`src/rtl/mdr_load_fetch.sv`:
```
// rtl/mdr_load_fetch.sv - load fetch front end feeding the memory data register
//
// Takes a load request (byte address plus size code) and issues one
// word-aligned memory read with a ready/ack handshake. It then right-aligns
// the addressed byte or halfword into RegMDROut for the load-size unit.
// Misaligned requests and memory timeouts complete with err set.
//
// Ports:
//   clk          system clock, rising edge
//   reset_n      asynchronous active-low reset
//   start        load request, sampled only when idle
//   addr         byte address of the load
//   LSControl    size code: 00 byte, 01 halfword, 10 word, 11 reserved
//   mem_rd       memory read strobe
//   mem_addr     word-aligned memory address
//   mem_data_in  memory read data, valid with mem_ack
//   mem_ack      memory completion, honoured only while requesting
//   RegMDROut    memory data register, right-aligned load data
//   busy         high while a load is in flight or completing
//   done         one-cycle completion pulse
//   err          error flag for the most recently completed load

module mdr_load_fetch #(
    parameter int TIMEOUT_CYCLES = 16
) (
    input  logic        clk,
    input  logic        reset_n,
    input  logic        start,
    input  logic [31:0] addr,
    input  logic [1:0]  LSControl,
    output logic        mem_rd,
    output logic [31:0] mem_addr,
    input  logic [31:0] mem_data_in,
    input  logic        mem_ack,
    output logic [31:0] RegMDROut,
    output logic        busy,
    output logic        done,
    output logic        err
);

    typedef enum logic [1:0] {
        S_IDLE = 2'd0,
        S_REQ  = 2'd1,
        S_DONE = 2'd2
    } state_t;

    localparam logic [7:0] CNT_LIMIT = 8'(TIMEOUT_CYCLES - 1);

    localparam logic [1:0] SZ_BYTE = 2'b00;
    localparam logic [1:0] SZ_HALF = 2'b01;
    localparam logic [1:0] SZ_WORD = 2'b10;

    state_t      state_q, state_d;
    logic [1:0]  off_q, off_d;
    logic [1:0]  size_q, size_d;
    logic [7:0]  cnt_q, cnt_d;
    logic        rd_q, rd_d;
    logic [31:0] maddr_q, maddr_d;
    logic [31:0] mdr_q, mdr_d;
    logic        err_q, err_d;
    logic        misaligned;
    logic [31:0] aligned_data;

    // The reserved size code is treated as misaligned so it never reaches memory.
    always_comb begin
        misaligned = 1'b0;
        case (LSControl)
            SZ_BYTE: misaligned = 1'b0;
            SZ_HALF: misaligned = addr[0];
            SZ_WORD: misaligned = (addr[1:0] != 2'b00);
            default: misaligned = 1'b1;
        endcase
    end

    // Right-align the addressed lane; upper bits are left as the shift leaves
    // them because the load-size unit masks or extends them afterwards.
    always_comb begin
        aligned_data = mem_data_in;
        case (size_q)
            SZ_HALF: aligned_data = mem_data_in >> {off_q[1], 4'b0000};
            SZ_BYTE: aligned_data = mem_data_in >> {off_q, 3'b000};
            default: aligned_data = mem_data_in;
        endcase
    end

    always_comb begin
        state_d = state_q;
        off_d   = off_q;
        size_d  = size_q;
        cnt_d   = cnt_q;
        rd_d    = rd_q;
        maddr_d = maddr_q;
        mdr_d   = mdr_q;
        err_d   = err_q;

        case (state_q)
            S_IDLE: begin
                if (start) begin
                    off_d  = addr[1:0];
                    size_d = LSControl;
                    err_d  = 1'b0;
                    if (misaligned) begin
                        err_d   = 1'b1;
                        state_d = S_DONE;
                    end else begin
                        maddr_d = {addr[31:2], 2'b00};
                        rd_d    = 1'b1;
                        cnt_d   = 8'd0;
                        state_d = S_REQ;
                    end
                end
            end
            S_REQ: begin
                // An ack on the final allowed cycle still wins over the timeout.
                if (mem_ack) begin
                    mdr_d   = aligned_data;
                    rd_d    = 1'b0;
                    err_d   = 1'b0;
                    state_d = S_DONE;
                end else if (cnt_q == CNT_LIMIT) begin
                    rd_d    = 1'b0;
                    err_d   = 1'b1;
                    state_d = S_DONE;
                end else begin
                    cnt_d = cnt_q + 8'd1;
                end
            end
            S_DONE: begin
                state_d = S_IDLE;
            end
            default: begin
                rd_d    = 1'b0;
                state_d = S_IDLE;
            end
        endcase
    end

    always_ff @(posedge clk or negedge reset_n) begin
        if (!reset_n) begin
            state_q <= S_IDLE;
            off_q   <= 2'b00;
            size_q  <= 2'b00;
            cnt_q   <= 8'd0;
            rd_q    <= 1'b0;
            maddr_q <= 32'd0;
            mdr_q   <= 32'd0;
            err_q   <= 1'b0;
        end else begin
            state_q <= state_d;
            off_q   <= off_d;
            size_q  <= size_d;
            cnt_q   <= cnt_d;
            rd_q    <= rd_d;
            maddr_q <= maddr_d;
            mdr_q   <= mdr_d;
            err_q   <= err_d;
        end
    end

    assign mem_rd    = rd_q;
    assign mem_addr  = maddr_q;
    assign RegMDROut = mdr_q;
    assign err       = err_q;
    assign busy      = (state_q != S_IDLE);
    assign done      = (state_q == S_DONE);

endmodule

```
`config.mk`:
```
export PLATFORM = sky130hd
export DESIGN_NAME = mdr_load_fetch
export DESIGN_NICKNAME = d
export VERILOG_FILES = /design/src/rtl/mdr_load_fetch.sv
export SDC_FILE = /design/constraint.sdc
export NUM_CORES = 1
export LEC_CHECK = 0
export ABC_AREA = 1
export BUFFER_PORTS_ARGS = -buffer_cell sky130_fd_sc_hd__buf_2
export CAP_MARGIN = 20
export CORE_MARGIN = 4
export CORE_UTILIZATION = 40
export DETAILED_ROUTE_END_ITERATION = 8
export MAX_ROUTING_LAYER = met4
export PLACE_DENSITY = 0.67
export REMOVE_ABC_BUFFERS = 1
export SYNTH_ARGS = -nofsm -noshare
export SYNTH_HDL_FRONTEND = slang
export SYNTH_SLANG_ARGS = --single-unit
export TNS_END_PERCENT = 20
```
`constraint.sdc`:
```
create_clock -name clk -period 1.5 [get_ports clk]
set_input_delay 0.075 -clock clk [delete_from_list [all_inputs] [get_ports clk]]
set_output_delay 0.075 -clock clk [all_outputs]
set_load 0.02 [all_outputs]
```
==> flow_summary.yaml <==
place:
  dp_cells: 754
  port_buffers: 135
  dp_hpwl_mm: 7.64
  gp_congestion: 0.871
power:
  power.leakage_nw: 2.98
  powerDensity_mw_per_mm2: 1900
  peakVddDrop_mv: 1.09
  fin_total_pwr_mw: 10.0
global_route:
  grt_pass1_vias: 3838
  grt_usage: 0.204
  grt_antenna_before_repair: 0
  overflow: 0
  grt_pass1_wl_mm: 18.1
  grt_max_degree: 41
synth:
  syn_avg_cell_area_um2: 7.74
  synth.cell_area_mm2: 0.00385
  yosysSeqAreaShare: 0.507
  synth_largest_area_cell: "dfrtp_1"
  yosysTopAreaCellShare: 0.507
  netlist_instances: 497
  ys_ff_latch: 78
  yosys-top-cells-area: "dfrtp_1 51%, nand2_1 20%, nand3_1 6.9%"
  ys_types: 30
  ys_warn_count: 0
clock_tree:
  numCtsBuffers: 9
  clk_pin_slew_worst_paths_ns: 0.08
  clockBufferDepth: 2
  clk_latency_ns: 0.34
  cts_tree: "yes"
  ctsHtreeMaxLevel: 3
  cts_sinks: 78
  cts-root-buf: "clkbuf_8"
sta:
  timing.fmax_ghz: 0.719
  rsz0062_at_grt: "yes"
  setup_violations: 0
  hold-worst-slack_ns: 0.0348
  drv_slew: 0
  fin_worst_skew_ns: 0.0112
  post-route-min-period_ns: 1.39
  fin_crit_sh: 0.927
  hold_viol_final: 0
critical_path:
  cp_num_buf_inv: 2
  endpoint_kind: "flip-flop"
  cp_top_family: "simple AND/OR/NAND/NOR gates"
  start_kind: "flip-flop"
  crit_path_top_delay_cell: "dfrtp_1"
  crit_type: "reg -> reg"
  critPathArrivalTime_ns: 1.61
  required_ns: 1.72
  crit_fanout: 6
  worst_path_most_repeated_cell: "nand2_1"
  cp_cell_sequence: "inv_1 -> nand2_1 -> nor2_1 -> inv_1 -> nand2_1 -> nand3_4 -> nand2_1 -> o21ai_0"
  max_stage_delay_ns: 0.43
final_layout:
  nets: 746
  area_growth_pct: 36.8
  fin_cells: 807
  nFillCells: 903
  antenna_cells: 0
  final_common_cell: "nand2_1"
  final_cell_mix: "206 x nand2_1, 134 x buf_2, 77 x dfrtp_1"
  drive_gt1_frac: 0.288
routing:
  drc: 0
  wire_per_inst_um: 14.0
  via_count: 3938
  via_per_inst: 4.88
  wirelength_mm: 11.3
  ant_nets: 0
  drt_iter0_drc: 166
  drtPass1Iterations: 4
die:
  coreArea_mm2: 0.00928
  io_pins: 138
  fp.dieW_um: 106
  die_y_um: 106
  num_rows: 35
  dieArea_mm2: 0.0112
  initial_utilization: 0.414
hold_path:
  hp-class: "in -> reg"
job:
  cap_violations: 0
run_status:
  status: "finished, final reports clean"
## final timing paths
path                                 start       endpoint  slack [ns]  depth (start not counted)
setup / recovery                state_q[1]       cnt_q[3]        0.11                          8
hold / removal             mem_data_in[28]  RegMDROut[28]        0.03                          3
setup reg to reg                state_q[1]       cnt_q[3]        0.11                          8
hold reg to reg                mem_addr[9]    mem_addr[9]        0.47                          2
max in group asynchronous          reset_n    mem_addr[3]        0.78                          3
min in group asynchronous          reset_n  RegMDROut[15]        0.17                          2
## layer usage
layer	part of all wire	track usage	vias up
li1	-	-	1920
met5	0	-	-
met2	0.46	0.313	196
met1	0.44	0.270	1800
met3	0.084	0.0419	22
met4	0.019	0.0749	0
## sequential cells by signal, summed over array words and instances (netlist names)
signal	flops
state_q	2
mem_addr	30
mem_rd	1
RegMDROut	32
cnt_q	8
err	1
off_q	2
size_q	2
## cell type report
| cell class | count | area (um2) | area share |
|---|---|---|---|
| clock inverters | 4 | 26.3 | 0.00499 |
| repair buffers | 186 | 1180 | 0.223 |
| multi-input cells | 349 | 1620 | 0.308 |
| clock buffers | 10 | 128 | 0.0243 |
| flip-flops and latches | 78 | 1950 | 0.371 |
| inverters | 51 | 199 | 0.0378 |
| well taps | 129 | 161 | 0.0307 |
## power by group
part	switching, mW	leakage (nW)	internal, mW	total, mW
registers	0.575	0.975	3.04	3.61
logic	3.34	1.93	1.72	5.07
clock network	0.742	0.0780	0.580	1.32
## Yosys cell counts (all sizes together)
library cell,instances
a21oi,10
a2bb2oi,8
buf,18
clkbuf,3
clkinv,1
conb,1
dfrtp,78
ha,1
inv,50
nand2,213
nand3,54
nand3b,1
nand4,9
nor2,16
nor3,1
o21ai,26
o21bai,2
or2,3
xnor2,1
xor2,1
## what timing repair did
item	in CTS	in global routing
endpoints found under the setup margin	8	45
cloned	0	1
pin swaps	0	4
gates resized for setup	1	20
setup buffers	0	5
hold buffers	33	0
endpoints found under the hold margin	98	0
## per-stage QoR
step	cell area, um2	setup slack [ns]	util	TNS, ns
global placement	4670	0.0598	0.503	0
CTS	5160	0.0116	0.556	0
floorplan	3710	-0.294	-	-8.96
finish	5260	0.109	0.567	0
global route	5260	-0.0686	0.567	-0.236
detailed placement	4670	-0.0207	0.503	-0.0536
## worst reg2reg max path: stages (launching register included)
cell and delay (ns):
dfrtp_1 0.43, inv_1 0.09, nand2_1 0.07, nor2_1 0.17, inv_1 0.07, nand2_1 0.16
nand3_4 0.14, nand2_1 0.08, o21ai_0 0.07
## cell families after synthesis
logic type	count (synthesis)	share of synthesized area
AND/OR/NAND/NOR	297	0.327
buffers and inverters	72	0.0869
XOR/XNOR	2	0.00456
adder cells (fa/ha/maj)	1	0.00325
flip-flops	78	0.507
AO/OA/AOI/OAI	46	0.0699
other	1	0.000975
No activity file was read; power rests on OpenSTA's default activity.
